$ cat src/rtl/kyber_enc_input_loader.sv
// kyber_enc_input_loader
//
// Upstream feeder for kyber_pke_enc. Watches the core's input_type request,
// pulls the matching typed byte segment from the host over a valid/ready
// handshake, and presents it to the core as readin strobes with a per-segment
// byte index. A single-cycle full_in pulse follows the final byte.
//
// Ports:
//   clk, reset        system clock, synchronous active-high reset
//   host_din/valid    host byte stream; host_last marks the final byte
//   host_ready        combinational: loader is loading and the core can take a byte
//   host_req_type     segment type the host must send (0 = none)
//   core_input_type   type requested by the core (1=r, 2=t-hat, 3=m, 4=rho)
//   core_readin_ok    core can accept a byte
//   core_readin       one-cycle byte strobe to the core
//   core_full_in      one-cycle segment-complete pulse
//   core_data_type    type tag of the current segment (0 only in IDLE)
//   core_din          byte to the core
//   core_in_index     byte index within the segment
//   busy              FSM not in IDLE
//   err               sticky protocol error
//
// state | meaning
// ------+------------------------------------------------------------
// IDLE  | waiting for a valid core_input_type request
// LOAD  | accepting host bytes and strobing them into the core
// FULL  | all bytes delivered; full_in is issued from this state
// WAIT  | segment done; wait for the core to move off this type

module kyber_enc_input_loader #(
   parameter int K         = 3,
   parameter int R_BYTES   = 32,
   parameter int M_BYTES   = 32,
   parameter int RHO_BYTES = 32,
   parameter int T_BYTES   = 384 * K
) (
   input  logic        clk,
   input  logic        reset,
   input  logic [7:0]  host_din,
   input  logic        host_valid,
   input  logic        host_last,
   output logic        host_ready,
   output logic [3:0]  host_req_type,
   input  logic [3:0]  core_input_type,
   input  logic        core_readin_ok,
   output logic        core_readin,
   output logic        core_full_in,
   output logic [3:0]  core_data_type,
   output logic [7:0]  core_din,
   output logic [15:0] core_in_index,
   output logic        busy,
   output logic        err
);

   typedef enum logic [1:0] {S_IDLE, S_LOAD, S_FULL, S_WAIT} state_t;

   state_t      state, state_nxt;
   logic [3:0]  cur_type, cur_type_nxt;
   logic [15:0] len, len_nxt;
   logic [15:0] cnt, cnt_nxt;
   logic        accept;
   logic        last_byte;

   logic        readin_d;
   logic        full_in_d;
   logic [3:0]  data_type_d;
   logic [7:0]  din_d;
   logic [15:0] index_d;
   logic        busy_d;
   logic        err_d;
   logic [3:0]  req_type_d;

   function automatic logic [15:0] seg_len(input logic [3:0] t);
      logic [15:0] l;
      l = 16'd0;
      case (t)
         4'd1:    l = 16'(R_BYTES);
         4'd2:    l = 16'(T_BYTES);
         4'd3:    l = 16'(M_BYTES);
         4'd4:    l = 16'(RHO_BYTES);
         default: l = 16'd0;
      endcase
      return l;
   endfunction

   assign host_ready = (state == S_LOAD) & core_readin_ok;
   assign accept     = host_valid & host_ready;
   assign last_byte  = (cnt == len - 16'd1);

   always_ff @(posedge clk) begin
      if (reset) begin
         state    <= S_IDLE;
         cur_type <= 4'd0;
         len      <= 16'd0;
         cnt      <= 16'd0;
      end else begin
         state    <= state_nxt;
         cur_type <= cur_type_nxt;
         len      <= len_nxt;
         cnt      <= cnt_nxt;
      end
   end

   always_comb begin
      state_nxt    = state;
      cur_type_nxt = cur_type;
      len_nxt      = len;
      cnt_nxt      = cnt;
      case (state)
         S_IDLE: begin
            if (core_input_type >= 4'd1 && core_input_type <= 4'd4) begin
               cur_type_nxt = core_input_type;
               len_nxt      = seg_len(core_input_type);
               cnt_nxt      = 16'd0;
               state_nxt    = S_LOAD;
            end
         end
         S_LOAD: begin
            // core_input_type is deliberately ignored here: a started
            // segment always runs to completion.
            if (accept) begin
               cnt_nxt = cnt + 16'd1;
               if (last_byte)
                  state_nxt = S_FULL;
            end
         end
         S_FULL: state_nxt = S_WAIT;
         S_WAIT: begin
            if (core_input_type != cur_type)
               state_nxt = S_IDLE;
         end
         default: state_nxt = S_IDLE;
      endcase
   end

   // Output values are computed one cycle ahead and registered, so tags that
   // follow the state (busy, data_type, req_type) are derived from the next state.
   always_comb begin
      readin_d    = accept;
      din_d       = accept ? host_din : core_din;
      index_d     = accept ? cnt : core_in_index;
      full_in_d   = (state == S_FULL);
      data_type_d = (state_nxt == S_IDLE) ? 4'd0 : cur_type_nxt;
      req_type_d  = (state_nxt == S_LOAD) ? cur_type_nxt : 4'd0;
      busy_d      = (state_nxt != S_IDLE);
      err_d       = err;
      if (state == S_IDLE && core_input_type > 4'd4)
         err_d = 1'b1;
      if (accept && host_last && !last_byte)
         err_d = 1'b1;
      if (accept && last_byte && !host_last)
         err_d = 1'b1;
   end

   always_ff @(posedge clk) begin
      if (reset) begin
         core_readin    <= 1'b0;
         core_full_in   <= 1'b0;
         core_data_type <= 4'd0;
         core_din       <= 8'd0;
         core_in_index  <= 16'd0;
         host_req_type  <= 4'd0;
         busy           <= 1'b0;
         err            <= 1'b0;
      end else begin
         core_readin    <= readin_d;
         core_full_in   <= full_in_d;
         core_data_type <= data_type_d;
         core_din       <= din_d;
         core_in_index  <= index_d;
         host_req_type  <= req_type_d;
         busy           <= busy_d;
         err            <= err_d;
      end
   end

endmodule

$ cat config.mk
export PLATFORM = sky130hd
export DESIGN_NAME = kyber_enc_input_loader
export DESIGN_NICKNAME = d
export VERILOG_FILES = /design/src/rtl/kyber_enc_input_loader.sv
export SDC_FILE = /design/constraint.sdc
export NUM_CORES = 1
export LEC_CHECK = 0
export CORE_ASPECT_RATIO = 1.75
export CORE_UTILIZATION = 50
export CTS_BUF_LIST = sky130_fd_sc_hd__clkbuf_16
export DETAILED_ROUTE_END_ITERATION = 8
export GPL_TIMING_DRIVEN = 0
export PLACE_DENSITY = 0.89
export SYNTH_ARGS = -nofsm -noshare
export SYNTH_HDL_FRONTEND = slang
export SYNTH_SLANG_ARGS = --single-unit
$ cat constraint.sdc
create_clock -name clk -period 2.2 [get_ports clk]
set_input_delay 0.33 -clock clk [delete_from_list [all_inputs] [get_ports clk]]
set_output_delay 0.33 -clock clk [all_outputs]
set_load 0.03 [all_outputs]
==> run summary <==
Sequential share of power - 41.9%
Post-synth EDFFs - 0
Async set-or-reset flop fraction in the synthesized netlist - 0%
Flop2flop setup slack - 0.25 ns
Unique cell type count in the Yosys netlist - 46
Remaining DRCs - 0
Port Buffers - 50
Setup crit end kind - output pin
Final cell count without fillers - 418
Largest net degree at the start of global routing - 11
Sw Pwr - 619.1 µW
Vias/cell - 5.739
Grt total ovfl - 0
Area leader, netlist - dfxtp_1
Clock transition at path regs - 0.05 ns
Initial core utilization - 51.77%
Worst Clk Skew - 0.005905 ns
Leak - 0.001237 µW
Max-cap violations - 0
Via count - 2399
Ports - 54
Max Root-Sink Buffers - 2
Top-area cell type share of the netlist area - 47.01%
Worst Path Class, Setup - flop to output pin
Diode count - 0
Vias in the first global route - 2247
Core area - 4935 µm²
Reg-to-reg critical path startpoint - state[1]$_SDFF_PP0_
Number of synthesis warnings - 0
Seq/Total Area, Yosys - 47.01%
Relative max-transition margin - 58.68%
Req. time, crit path - 1.87 ns
Switching Fraction - 23.21%
Nets - 380
Worst hold endpoint - len[7]$_SDFFE_PP0P_
Clock Tree Root - clkbuf_16
Dpl cells - 403
Top_reg_cell synth - dfxtp_1
1st-pass router iterations - 4
Slew Viols, Final - 0
DR WL/cell - 15.62 µm
Syn-to-layout area delta - 33.35%
Clock network fraction of total power - 50.2%
Worst skew pair latency - 0.33 ns
Comb pwr share - 8.0%
Die Width - 56.04 µm
Worst setup SP type - flop
Minimum clock period - 2.068 ns
Tightest Hold Check Type - input port to flop
Hold Crit Depth - 3
Post-DRT Antenna Nets - 0
Initial antenna violation count - 0
Post-synthesis register bit count - 60
Layout cells sized above 1 - 9.615%
Final wirelength - 6528 µm
Clk sinks - 60
Final Power - 2667 µW
Initial DRC count - 88
GR Util All Layers - 25.85%
Crit path max fanout - 10
Die Ht - 96.57 µm
Worst r2r dst - cnt[2]$_SDFFE_PP0P_
Synthesized cell area - 2555 µm²
Placer Congestion - 0.9630
Syn Nets - 319
Max Freq - 483.6 MHz
PwrDens - 782.9 nW/µm²
Mapped Avg Cell Area - 8.545 µm²
CTS tree - built
Setup TNS - 0 ns
Syn Inst Count - 299
Min-delay src - core_input_type[0]
Worst r2r path cells - 5
Crit path DAT - 1.74 ns
Slew at the pin closest to its max-slew limit - 0.6147 ns
Die ar. - 5411 µm²
RSZ-0062 raised after global routing - no
Fillers - 393
First-pass GRT wire length - 10630 µm
Detail Placement HPWL - 4634 µm
Tcrit/Tclk final - 93.98%
# hold bufs at CTS - 0
H-tree levels - 3
Row count - 34
Inserted Clock Buffers - 9
Status - finished, final reports clean
Internal power - 2048 µW
Top cells by area, synth - dfxtp_1 47%, nand2_1 8.8%, a21oi_1 6.3%
Final Hold Fails - 0
Max IR drop VDD - 0.8355 mV
Final Setup Violations - 0
sequential cells by signal (all words and copies together) (netlist names):
signal / flops
core_din: 8
cnt: 16
state: 2
core_full_in: 1
len: 2
cur_type: 4
core_data_type: 4
core_in_index: 16
busy: 1
host_req_type: 4
err: 1
core_readin: 1
layer usage:
layer	GRT usage, %	part of all wire, %	vias up
met5	0	0	-
met4	16.06	3.0	0
met3	7.057	4.3	17
met2	46.63	55	71
met1	26.29	37	1134
li1	-	-	1177
worst max-delay path by stage:
stage	from	to	cells past startpoint
6_report	state[1]$_SDFF_PP0_	host_ready	3
5_1_grt	state[0]$_SDFF_PP0_	host_ready	3
4_1_cts	state[1]$_SDFF_PP0_	host_ready	3
3_5_place_dp	core_input_type[3]	cnt[8]$_SDFFE_PP0P_	6
3_3_place_gp	core_input_type[3]	cnt[8]$_SDFFE_PP0P_	6
2_1_floorplan	cnt[0]$_SDFFE_PP0P_	cnt[14]$_SDFFE_PP0P_	5
critical path: stages, from the launching register on:
cell and delay [ns]:
dfxtp_1 0.32, clkbuf_2 0.19, and3b_1 0.23, clkdlybuf4s50_1 0.66
layout make-up:
type                    count  area [µm²]  area share [%]
clock buffers               9       225.2           6.610
multi-input cells         213        1240           36.39
flip-flops and latches     60        1201           35.26
inverters                   6       22.52          0.6610
plain buffers              20       92.59           2.718
well taps                  54       67.56           1.983
clock inverters             6       57.56           1.689
repair buffers             50       500.5           14.69
cells by family after synthesis:
logic type | count (synthesis) | synth area share, %
flip-flops | 60 | 47.01
XOR/XNOR | 12 | 4.114
multiplexers | 3 | 1.175
AO/OA/AOI/OAI | 60 | 14.59
buffers and inverters | 26 | 4.456
adder cells (fa/ha/maj) | 3 | 1.469
AND/OR/NAND/NOR | 135 | 27.18
metrics by stage:
| step | hold slack, ns | area, µm² | worst slack (ns) | util [%] |
|---|---|---|---|---|
| floorplan | 0.4314 | 2555 | 0.5058 | - |
| global placement | 0.4390 | 3123 | -0.07514 | 63.29 |
| detailed placement | 0.4470 | 3123 | -0.1040 | 63.29 |
| CTS | 0.4417 | 3406 | 0.02665 | 69.02 |
| global route | 0.4670 | 3407 | 0.05414 | 69.04 |
| finish | 0.4510 | 3407 | 0.1324 | 69.04 |
cells in the final DEF, fill, tap and decap left out, types with 2 or more instances in the layout:
master / instances
or3_1: 6
and3_1: 3
buf_2: 13
a31oi_1: 2
clkdlybuf4s50_1: 50
nand2b_1: 2
clkbuf_1: 6
clkinv_2: 3
xnor2_1: 7
and3b_1: 2
o41ai_1: 2
nand2_1: 60
nand4_1: 6
xor2_1: 5
nor3b_1: 2
o31ai_1: 4
o21ai_0: 5
a21boi_0: 2
and4_1: 3
nand3_1: 7
o21a_1: 2
mux2i_1: 3
ha_1: 3
clkbuf_16: 9
nor3_1: 6
nor4_1: 4
dfxtp_1: 60
nor2_1: 21
inv_1: 7
or4_1: 5
a311oi_1: 2
a21oi_1: 32
power by group through the flow:
stage	logic (µW)	clock network (µW)	registers [µW]
after floorplan	107	0	1160
after global routing	230	1410	1120
after detailed placement	208	0	1140
final	213	1340	1120
after CTS	212	1350	1120
after global placement	203	0	1140
cells in the mapped netlist (all sizes together) (2+ instances only):
master / number
dfxtp: 60
nand2: 60
a21oi: 32
nor2: 21
buf: 13
nand3: 8
clkbuf: 7
nor3: 7
xnor2: 7
inv: 6
nand4: 6
o21ai: 6
or3: 6
nor4: 5
or4: 5
xor2: 5
o31ai: 4
a31oi: 3
and3: 3
and4: 3
ha: 3
mux2i: 3
a21boi: 2
a311oi: 2
and3b: 2
nand2b: 2
nor3b: 2
o21a: 2
o41ai: 2
what timing repair did:
action,in CTS,in global routing
buffers inserted,0,0
setup endpoints to repair,0,1
resized for setup,0,2
Power figures use the tool's default switching activity.
